<file path="config.mk">
export PLATFORM = sky130hd
export DESIGN_NAME = alu_operand_sequencer
export DESIGN_NICKNAME = d
export VERILOG_FILES = /design/src/rtl/alu_operand_sequencer_pkg.sv /design/src/rtl/alu_seq_regfile.sv /design/src/rtl/alu_operand_sequencer.sv
export SDC_FILE = /design/constraint.sdc
export NUM_CORES = 2
export LEC_CHECK = 0
export CAP_MARGIN = 30
export CORE_MARGIN = 2
export CORE_UTILIZATION = 45
export CTS_CLUSTER_SIZE = 14
export DETAILED_ROUTE_END_ITERATION = 16
export SETUP_SLACK_MARGIN = 0.05
export SLEW_MARGIN = 0
export SYNTH_ARGS = -nofsm -noshare
export SYNTH_HDL_FRONTEND = slang
export SYNTH_SLANG_ARGS = --single-unit
export TNS_END_PERCENT = 1
</file>
<file path="constraint.sdc">
create_clock -name CLK -period 10.6 [get_ports CLK]
set_input_delay 2.12 -clock CLK [delete_from_list [all_inputs] [get_ports CLK]]
set_output_delay 2.12 -clock CLK [all_outputs]
set_load 0.03 [all_outputs]
</file>
<file path="src/rtl/alu_operand_sequencer_pkg.sv">
// Shared constants for the ALU operand sequencer: instruction fields,
// opcode/funct codes, ALU operation codes and FSM states.
package alu_operand_sequencer_pkg;

  localparam int OPC_HI = 31;
  localparam int OPC_LO = 26;
  localparam int RS_HI  = 25;
  localparam int RS_LO  = 21;
  localparam int RT_HI  = 20;
  localparam int RT_LO  = 16;
  localparam int RD_HI  = 15;
  localparam int RD_LO  = 11;
  localparam int SH_HI  = 10;
  localparam int SH_LO  = 6;
  localparam int FN_HI  = 5;
  localparam int FN_LO  = 0;
  localparam int IMM_HI = 15;
  localparam int IMM_LO = 0;

  localparam logic [5:0] OPC_RTYPE = 6'h00;
  localparam logic [5:0] OPC_ADDI  = 6'h08;
  localparam logic [5:0] OPC_SLTI  = 6'h0a;
  localparam logic [5:0] OPC_ANDI  = 6'h0c;
  localparam logic [5:0] OPC_ORI   = 6'h0d;
  localparam logic [5:0] OPC_MULI  = 6'h1d;

  localparam logic [5:0] FN_SLL = 6'h01;
  localparam logic [5:0] FN_SRL = 6'h02;
  localparam logic [5:0] FN_ADD = 6'h20;
  localparam logic [5:0] FN_SUB = 6'h22;
  localparam logic [5:0] FN_AND = 6'h24;
  localparam logic [5:0] FN_OR  = 6'h25;
  localparam logic [5:0] FN_NOR = 6'h27;
  localparam logic [5:0] FN_SLT = 6'h2a;
  localparam logic [5:0] FN_MUL = 6'h2c;

  typedef enum logic [5:0] {
    ALU_NOP = 6'd0,
    ALU_ADD = 6'd1,
    ALU_SUB = 6'd2,
    ALU_MUL = 6'd3,
    ALU_SRL = 6'd4,
    ALU_SLL = 6'd5,
    ALU_AND = 6'd6,
    ALU_OR  = 6'd7,
    ALU_NOR = 6'd8,
    ALU_SLT = 6'd9
  } alu_oprn_e;

  typedef enum logic [1:0] {
    S_IDLE   = 2'd0,
    S_DECODE = 2'd1,
    S_EXEC   = 2'd2,
    S_WB     = 2'd3
  } seq_state_e;

endpackage

</file>
<file path="src/rtl/alu_seq_regfile.sv">
// 32-entry register file: two operand reads, one debug read, one write.
// Register 0 reads as zero and ignores writes.
module alu_seq_regfile
  import alu_operand_sequencer_pkg::*;
#(
  parameter int DATA_WIDTH     = 32,
  parameter int REG_ADDR_WIDTH = 5
) (
  input  logic                      clk,
  input  logic                      rst,
  input  logic [REG_ADDR_WIDTH-1:0] raddr_a,
  input  logic [REG_ADDR_WIDTH-1:0] raddr_b,
  input  logic [REG_ADDR_WIDTH-1:0] dbg_raddr,
  output logic [DATA_WIDTH-1:0]     rdata_a,
  output logic [DATA_WIDTH-1:0]     rdata_b,
  output logic [DATA_WIDTH-1:0]     dbg_rdata,
  input  logic                      we,
  input  logic [REG_ADDR_WIDTH-1:0] waddr,
  input  logic [DATA_WIDTH-1:0]     wdata
);

  localparam int DEPTH = 2 ** REG_ADDR_WIDTH;

  logic [DATA_WIDTH-1:0] mem [DEPTH];

  always_ff @(posedge clk) begin
    if (rst) begin
      for (int i = 0; i < DEPTH; i++) mem[i] <= '0;
    end else if (we && waddr != '0) begin
      mem[waddr] <= wdata;
    end
  end

  assign rdata_a   = (raddr_a   == '0) ? '0 : mem[raddr_a];
  assign rdata_b   = (raddr_b   == '0) ? '0 : mem[raddr_b];
  assign dbg_rdata = (dbg_raddr == '0) ? '0 : mem[dbg_raddr];

endmodule

</file>
<file path="src/rtl/alu_operand_sequencer.sv">
// Issue/writeback sequencer around an external combinational ALU:
// IDLE -> DECODE -> EXEC -> WB, one instruction per four cycles.
module alu_operand_sequencer
  import alu_operand_sequencer_pkg::*;
#(
  parameter int DATA_WIDTH     = 32,
  parameter int REG_ADDR_WIDTH = 5,
  parameter int OPRN_WIDTH     = 6
) (
  input  logic                      CLK,
  input  logic                      RST,
  input  logic [31:0]               INSTR,
  input  logic                      INSTR_VALID,
  output logic                      INSTR_READY,
  output logic [DATA_WIDTH-1:0]     ALU_OP1,
  output logic [DATA_WIDTH-1:0]     ALU_OP2,
  output logic [OPRN_WIDTH-1:0]     ALU_OPRN,
  input  logic [DATA_WIDTH-1:0]     ALU_RESULT,
  input  logic                      ALU_ZERO,
  output logic                      DONE,
  output logic [DATA_WIDTH-1:0]     RESULT,
  output logic                      ZERO_FLAG,
  output logic                      ILLEGAL,
  input  logic [REG_ADDR_WIDTH-1:0] DBG_RADDR,
  output logic [DATA_WIDTH-1:0]     DBG_RDATA
);

  seq_state_e state, state_nx;

  logic [31:0]               instr_q;
  logic [DATA_WIDTH-1:0]     op1_q, op2_q, result_q;
  logic [REG_ADDR_WIDTH-1:0] dest_q;
  alu_oprn_e                 oprn_q;
  logic                      zero_q;

  logic [DATA_WIDTH-1:0]     rdata_a, rdata_b;
  logic [5:0]                opc, funct;
  logic [REG_ADDR_WIDTH-1:0] rs, rt, rd;
  logic [4:0]                shamt;
  logic [15:0]               imm;

  logic                      dec_legal;
  alu_oprn_e                 dec_oprn;
  logic [DATA_WIDTH-1:0]     dec_op2;
  logic [REG_ADDR_WIDTH-1:0] dec_dest;

  assign opc   = instr_q[OPC_HI:OPC_LO];
  assign rs    = instr_q[RS_HI:RS_LO];
  assign rt    = instr_q[RT_HI:RT_LO];
  assign rd    = instr_q[RD_HI:RD_LO];
  assign shamt = instr_q[SH_HI:SH_LO];
  assign funct = instr_q[FN_HI:FN_LO];
  assign imm   = instr_q[IMM_HI:IMM_LO];

  alu_seq_regfile #(
    .DATA_WIDTH    (DATA_WIDTH),
    .REG_ADDR_WIDTH(REG_ADDR_WIDTH)
  ) u_regfile (
    .clk      (CLK),
    .rst      (RST),
    .raddr_a  (rs),
    .raddr_b  (rt),
    .dbg_raddr(DBG_RADDR),
    .rdata_a  (rdata_a),
    .rdata_b  (rdata_b),
    .dbg_rdata(DBG_RDATA),
    .we       (state == S_WB),
    .waddr    (dest_q),
    .wdata    (result_q)
  );

  always_comb begin
    dec_legal = 1'b1;
    dec_oprn  = ALU_NOP;
    dec_op2   = rdata_b;
    dec_dest  = rt;
    case (opc)
      OPC_RTYPE: begin
        dec_dest = rd;
        case (funct)
          FN_ADD: dec_oprn = ALU_ADD;
          FN_SUB: dec_oprn = ALU_SUB;
          FN_MUL: dec_oprn = ALU_MUL;
          FN_AND: dec_oprn = ALU_AND;
          FN_OR:  dec_oprn = ALU_OR;
          FN_NOR: dec_oprn = ALU_NOR;
          FN_SLT: dec_oprn = ALU_SLT;
          FN_SRL: begin
            dec_oprn = ALU_SRL;
            dec_op2  = DATA_WIDTH'(shamt);
          end
          FN_SLL: begin
            dec_oprn = ALU_SLL;
            dec_op2  = DATA_WIDTH'(shamt);
          end
          default: dec_legal = 1'b0;
        endcase
      end
      // Arithmetic immediates sign-extend, logical ones zero-extend
      OPC_ADDI: begin
        dec_oprn = ALU_ADD;
        dec_op2  = DATA_WIDTH'($signed(imm));
      end
      OPC_MULI: begin
        dec_oprn = ALU_MUL;
        dec_op2  = DATA_WIDTH'($signed(imm));
      end
      OPC_SLTI: begin
        dec_oprn = ALU_SLT;
        dec_op2  = DATA_WIDTH'($signed(imm));
      end
      OPC_ANDI: begin
        dec_oprn = ALU_AND;
        dec_op2  = DATA_WIDTH'(imm);
      end
      OPC_ORI: begin
        dec_oprn = ALU_OR;
        dec_op2  = DATA_WIDTH'(imm);
      end
      default: dec_legal = 1'b0;
    endcase
  end

  always_ff @(posedge CLK) begin
    if (RST) begin
      state    <= S_IDLE;
      instr_q  <= '0;
      op1_q    <= '0;
      op2_q    <= '0;
      oprn_q   <= ALU_NOP;
      dest_q   <= '0;
      result_q <= '0;
      zero_q   <= 1'b0;
    end else begin
      state <= state_nx;
      case (state)
        S_IDLE: begin
          if (INSTR_VALID) instr_q <= INSTR;
        end
        S_DECODE: begin
          op1_q  <= rdata_a;
          op2_q  <= dec_op2;
          oprn_q <= dec_oprn;
          dest_q <= dec_dest;
        end
        S_EXEC: begin
          result_q <= ALU_RESULT;
          zero_q   <= ALU_ZERO;
        end
        default: ;
      endcase
    end
  end

  always_comb begin
    state_nx    = state;
    INSTR_READY = 1'b0;
    DONE        = 1'b0;
    ILLEGAL     = 1'b0;
    case (state)
      S_IDLE: begin
        INSTR_READY = 1'b1;
        if (INSTR_VALID) state_nx = S_DECODE;
      end
      S_DECODE: begin
        ILLEGAL  = ~dec_legal;
        state_nx = dec_legal ? S_EXEC : S_IDLE;
      end
      S_EXEC: state_nx = S_WB;
      S_WB: begin
        DONE     = 1'b1;
        state_nx = S_IDLE;
      end
      default: state_nx = S_IDLE;
    endcase
  end

  assign ALU_OP1   = (state == S_EXEC) ? op1_q : '0;
  assign ALU_OP2   = (state == S_EXEC) ? op2_q : '0;
  assign ALU_OPRN  = (state == S_EXEC) ? OPRN_WIDTH'(oprn_q) : '0;
  assign RESULT    = result_q;
  assign ZERO_FLAG = zero_q;

endmodule

</file>
== After elaboration in Yosys (flattened, before gate mapping) ==
Memories as Yosys holds them, arrays and structs flattened. A register that Yosys moved wholly into a read port is not among the register bits.
Index checks and enable logic that the tools add are counted.
W data, S select, Z words.
Word-level totals
  input port bits: 73
  RAM bits: 1024
  memories: 1
  output and inout bits: 138
  flip-flop bits (word level): 142
Cells by class
  bitwise operators: 1
  eq/ne operators: 18
  reductions and logical operators: 14
  multiplexer cells: 31
Memories
  u_regfile.mem: depth 32, width 32, read ports 3, clocked after Yosys merged registers in 2, write ports 32, line alu_seq_regfile.sv:24  | logic [DATA_WIDTH-1:0] mem [DEPTH];
Operator list (count)
  $mux W32: 7
  $pmux W32 S3: 1
  $eq A6 B6 Y1 const B: 7
  $pmux W4 S9: 1
  $reduce_or A32 Y1: 1
  $mux W5: 6
  $eq A6 B4 Y1 const B: 4
  $pmux W4 S6: 1
  $logic_not A5 Y1: 3
  $mux W1: 10
  $reduce_or A9 Y1: 1
  $pmux W2 S4: 1
  $eq A6 B1 Y1 const B: 1
  $eq A6 B2 Y1 const B: 1
  $eq A6 B5 Y1 const B: 1
  $logic_not A6 Y1: 1
  $mux W6: 1
  $reduce_bool A5 Y1: 1
  $reduce_or A5 Y1: 1
  $eq A2 B2 Y1 const B: 2
  $mux W2: 2
  $reduce_or A2 Y1: 2
  $reduce_or A3 Y1: 1
  $eq A2 B1 Y1 const B: 1
  other kinds (6): 6

== Longest topological paths before layout ==
  depth after elaboration: 7
  depth in mapped cells: 12
  gate-level depth less buffers: 6

== Cells and area by module ==
Synthesis repeated with hierarchy kept, for this count alone.
Unflattened totals
  cell total of the unflattened synthesis: 5023
  area total of the unflattened synthesis: 68573.3 µm²
Modules (own cells, without submodules)
  alu_seq_regfile: area each 62645.1 µm², sequential area each 30749.5 µm², instances 1, cells an instance 4255
  alu_operand_sequencer: area each 5928.2 µm², sequential area each 2802.7 µm², instances 1, cells an instance 768

== Worst setup path after synthesis ==
No wires, ideal clock.
  path type: input -> output
  from: input port DBG_RADDR[0]
  to: output port DBG_RDATA[10]
  data arrival time: 4274 ps
  slack: 4206 ps
  stages on the path: 7
  path buffers: 3
  data required time: 8480 ps
  cell sequence: clkbuf_1 -> buf_2 -> buf_1 -> mux4_2 -> mux4_2 -> mux2i_1 -> nor2_1
On the way
  longest elaborated chain between the ends: 2
  elaborated cells on any way between the ends: 3
Ends and longest elaborated chain
  start, declared: line alu_operand_sequencer.sv:24  | input logic [REG_ADDR_WIDTH-1:0] DBG_RADDR,
  $mem_v2 Z32 W32 / $logic_not A5 Y1 (equally long branches)
  $mux W32 (*): line alu_seq_regfile.sv:36  | assign dbg_rdata = (dbg_raddr == '0) ? '0 : mem[dbg_raddr];
  end, declared: line alu_operand_sequencer.sv:25  | output logic [DATA_WIDTH-1:0] DBG_RDATA
Mark *: on every way between the ends. The rest lies on a longest branch, timed or not.

== Final worst setup path ==
  from: input port DBG_RADDR[0]
  to: output port DBG_RDATA[28]
Same word-level chain as after synthesis.

==> qor.yml <==
wl_per_cell_um: 38.7
ys_types: 52
syn_area_per_cell_um2: 15.1
cts_buffers: 136
hold_viol: 0
die_w_um: 393
gp_congestion: 0.863
num_vias: 46161
max_cap_viol_count: 0
critPathKind: "primary input to output port"
dieArea_um2: 154000
peakVddDrop_v: 0.000178
multi_input_area_um2: 32700
ys_seq_area_share_pct: 49.6
cts_root_buf: "clkbuf_16"
cp-start-kind: "primary input"
synthXorXnorAreaFrac_pct: 0.0257
dp_hpwl_um: 142000
grt_setup_unrepaired: "no"
cp_top_family: "buffers and inverters"
finalSetupTns_ns: 0
row_count: 142
synthSimpleGateAreaFrac_pct: 12.7
cts_sinks: 1174
yosys_most_used_dff: "edfxtp_1"
pin_count: 211
cp_slowest_cell: "buf_12"
path_clk_slew_ns: 0.06
drt-initial-drc-count: 8391
ys.warnings.count: 0
first_pass_iters: 8
synthCells: 4511
final_common_cell: "and2_1"
p_per_area_nw_per_um2: 155
mappedNetlistArea_um2: 68100
fp.dieH_um: 393
synth-async-reset-ratio_pct: 0
post-cts-setup-buffers: 0
nFillCells: 12210
period_needed_ns: 8.27
track_usage_pct: 33.7
holdWs_ns: 0.447
crit_required_ns: 8.48
initial_core_util_pct: 45.4
synth_mux_area_share_pct: 32.4
drive_gt1_share_pct: 30.7
clk_latency_ns: 0.81
synth_compound_area_share_pct: 2.25
p_leak_nw: 26.0
grt_pass1_vias: 44130
slew_headroom_pct: 27.2
ctsLongestPathBuffers: 3
core_area_um2: 150000
synth_seq_cells: 1174
wirelength_um: 259000
cts_tree: "built"
synth-adder-area-share_pct: 0
status: "finished, final reports clean"
r2r_setup_slack_ns: 6.30
slowest_delay_ns: 0.70
final_nets: 4602
viasPerCell: 6.91
worstPathCellList: "buf_8 > buf_12 > mux4_2 > mux4_2 > mux2i_1 > nor2_1 > clkdlybuf4s50_1"
synth_edf_count: 1024
grt_max_degree: 133
setup_viol: 0
layout_common_cells: "and2_1 (1064), edfxtp_1 (1024), mux4_2 (914)"
area_growth_syn_to_layout_pct: 13.4
fmax_mhz: 121
crit_top_cell: "mux4_2"
tightest_slew_ns: 1.09
register_area_um2: 33800
crit_fanout: 105
cts_max_level: 4
drc: 0
grt_remaining_overflow: 0
synth_top_family_by_area: "multiplexers"
cp_num_buf_inv: 3
slew_viol_final: 0
grt_pass1_wl_um: 357000
skew_ns: 0.0312
hold_path.class: "register to register"
finalCritPeriodShare_pct: 78.0
cp-end-kind: "output port"
antenna_found_initial: 38
worstPathArrival_ns: 6.15
cts_resized: 0
antenna_left: 0
io_buffers: 208
hold_buffers: 0
==> flip-flops by register name (all words and copies together), names as in the netlist, named ones only <==
name / count
RESULT: 32
ZERO_FLAG: 1
dest_q: 5
instr_q: 32
op1_q: 32
op2_q: 32
oprn_q: 4
state: 1
u_regfile.mem: 1024
==> power by group <==
part | internal, mW | switching (mW) | leakage, nW
sequential | 5.19 | 0.180 | 11.8
clock | 2.87 | 2.02 | 2.22
combinational | 0.752 | 0.939 | 12.0
total | 8.82 | 3.14 | 26.0
==> cells by family (layout without fill, tap and decap cells) <==
logic type             count (synthesis)  count (layout)
XOR/XNOR                               2               2
other                                  1              61
AND/OR/NAND/NOR                     1523            1523
flip-flops                          1174            1174
AO/OA/AOI/OAI                        250             250
multiplexers                        1054            1054
buffers and inverters                507             605
==> worst reg2reg max path, cell delays in order (launching register included) <==
cell and delay [ns]:
dfxtp_1 0.74, nand2b_1 0.41, or3_1 0.58, nor2_4 0.15, buf_4 0.64, or2_2 0.79, buf_4 0.57
==> stage by stage <==
stage / util [%] / area [um^2] / setup slack (ns) / power [mW] / instances
floorplan: - / 68200 / 4.21 / 6.45 / 4544
global placement: 48.0 / 72100 / 2.40 / 7.09 / 6382
detailed placement: 48.3 / 72500 / 2.36 / 7.11 / 6400
CTS: 51.3 / 77100 / 2.35 / 11.9 / 6651
global route: 51.4 / 77200 / 2.18 / 12.2 / 6661
finish: 51.5 / 77300 / 2.33 / 12.0 / 6685
==> worst paths after layout <==
| check | from | end | depth (start not counted) |
|---|---|---|---|
| worst max-delay path | DBG_RADDR[0] | DBG_RDATA[28] | 7 |
| worst min-delay path | op1_q[26] | op1_q[26] | 2 |
| worst max register to register | dest_q[1] | u_regfile.mem[22][20] | 6 |
| worst min register to register | op1_q[26] | op1_q[26] | 2 |
==> cell usage after synthesis, drive strengths merged (38+ instances only) <==
cell type	number	share of area [%]
o21ai	38	0.28
clkbuf	375	2.1
buf	125	0.95
dfxtp	150	4.4
a21oi	105	0.77
mux4	914	30
mux2i	59	0.87
nand2	223	1.2
and2	1064	9.8
mux2	81	1.3
edfxtp	1024	45
nor2	129	0.71
==> final cells by class <==
cell class,instances,area share (%)
Sequential cell,1174,43.7
Timing Repair Buffer,347,4.70
Multi-Input combinational cell,2863,42.3
Tap cell,2016,3.26
Inverter,7,0.0372
Clock buffer,187,5.00
Clock inverter,64,0.910
Antenna cell,27,0.0875
==> routing by layer <==
| metal | share of wire [%] | global-route usage [%] | vias to the layer above |
|---|---|---|---|
| li1 | - | - | 17665 |
| met1 | 38 | 48.5 | 24077 |
| met2 | 42 | 46.7 | 3859 |
| met3 | 16 | 12.5 | 548 |
| met4 | 3.8 | 12.5 | 12 |
| met5 | 0.027 | 0 | - |
Note: power is estimated with default switching activity, not from simulation.
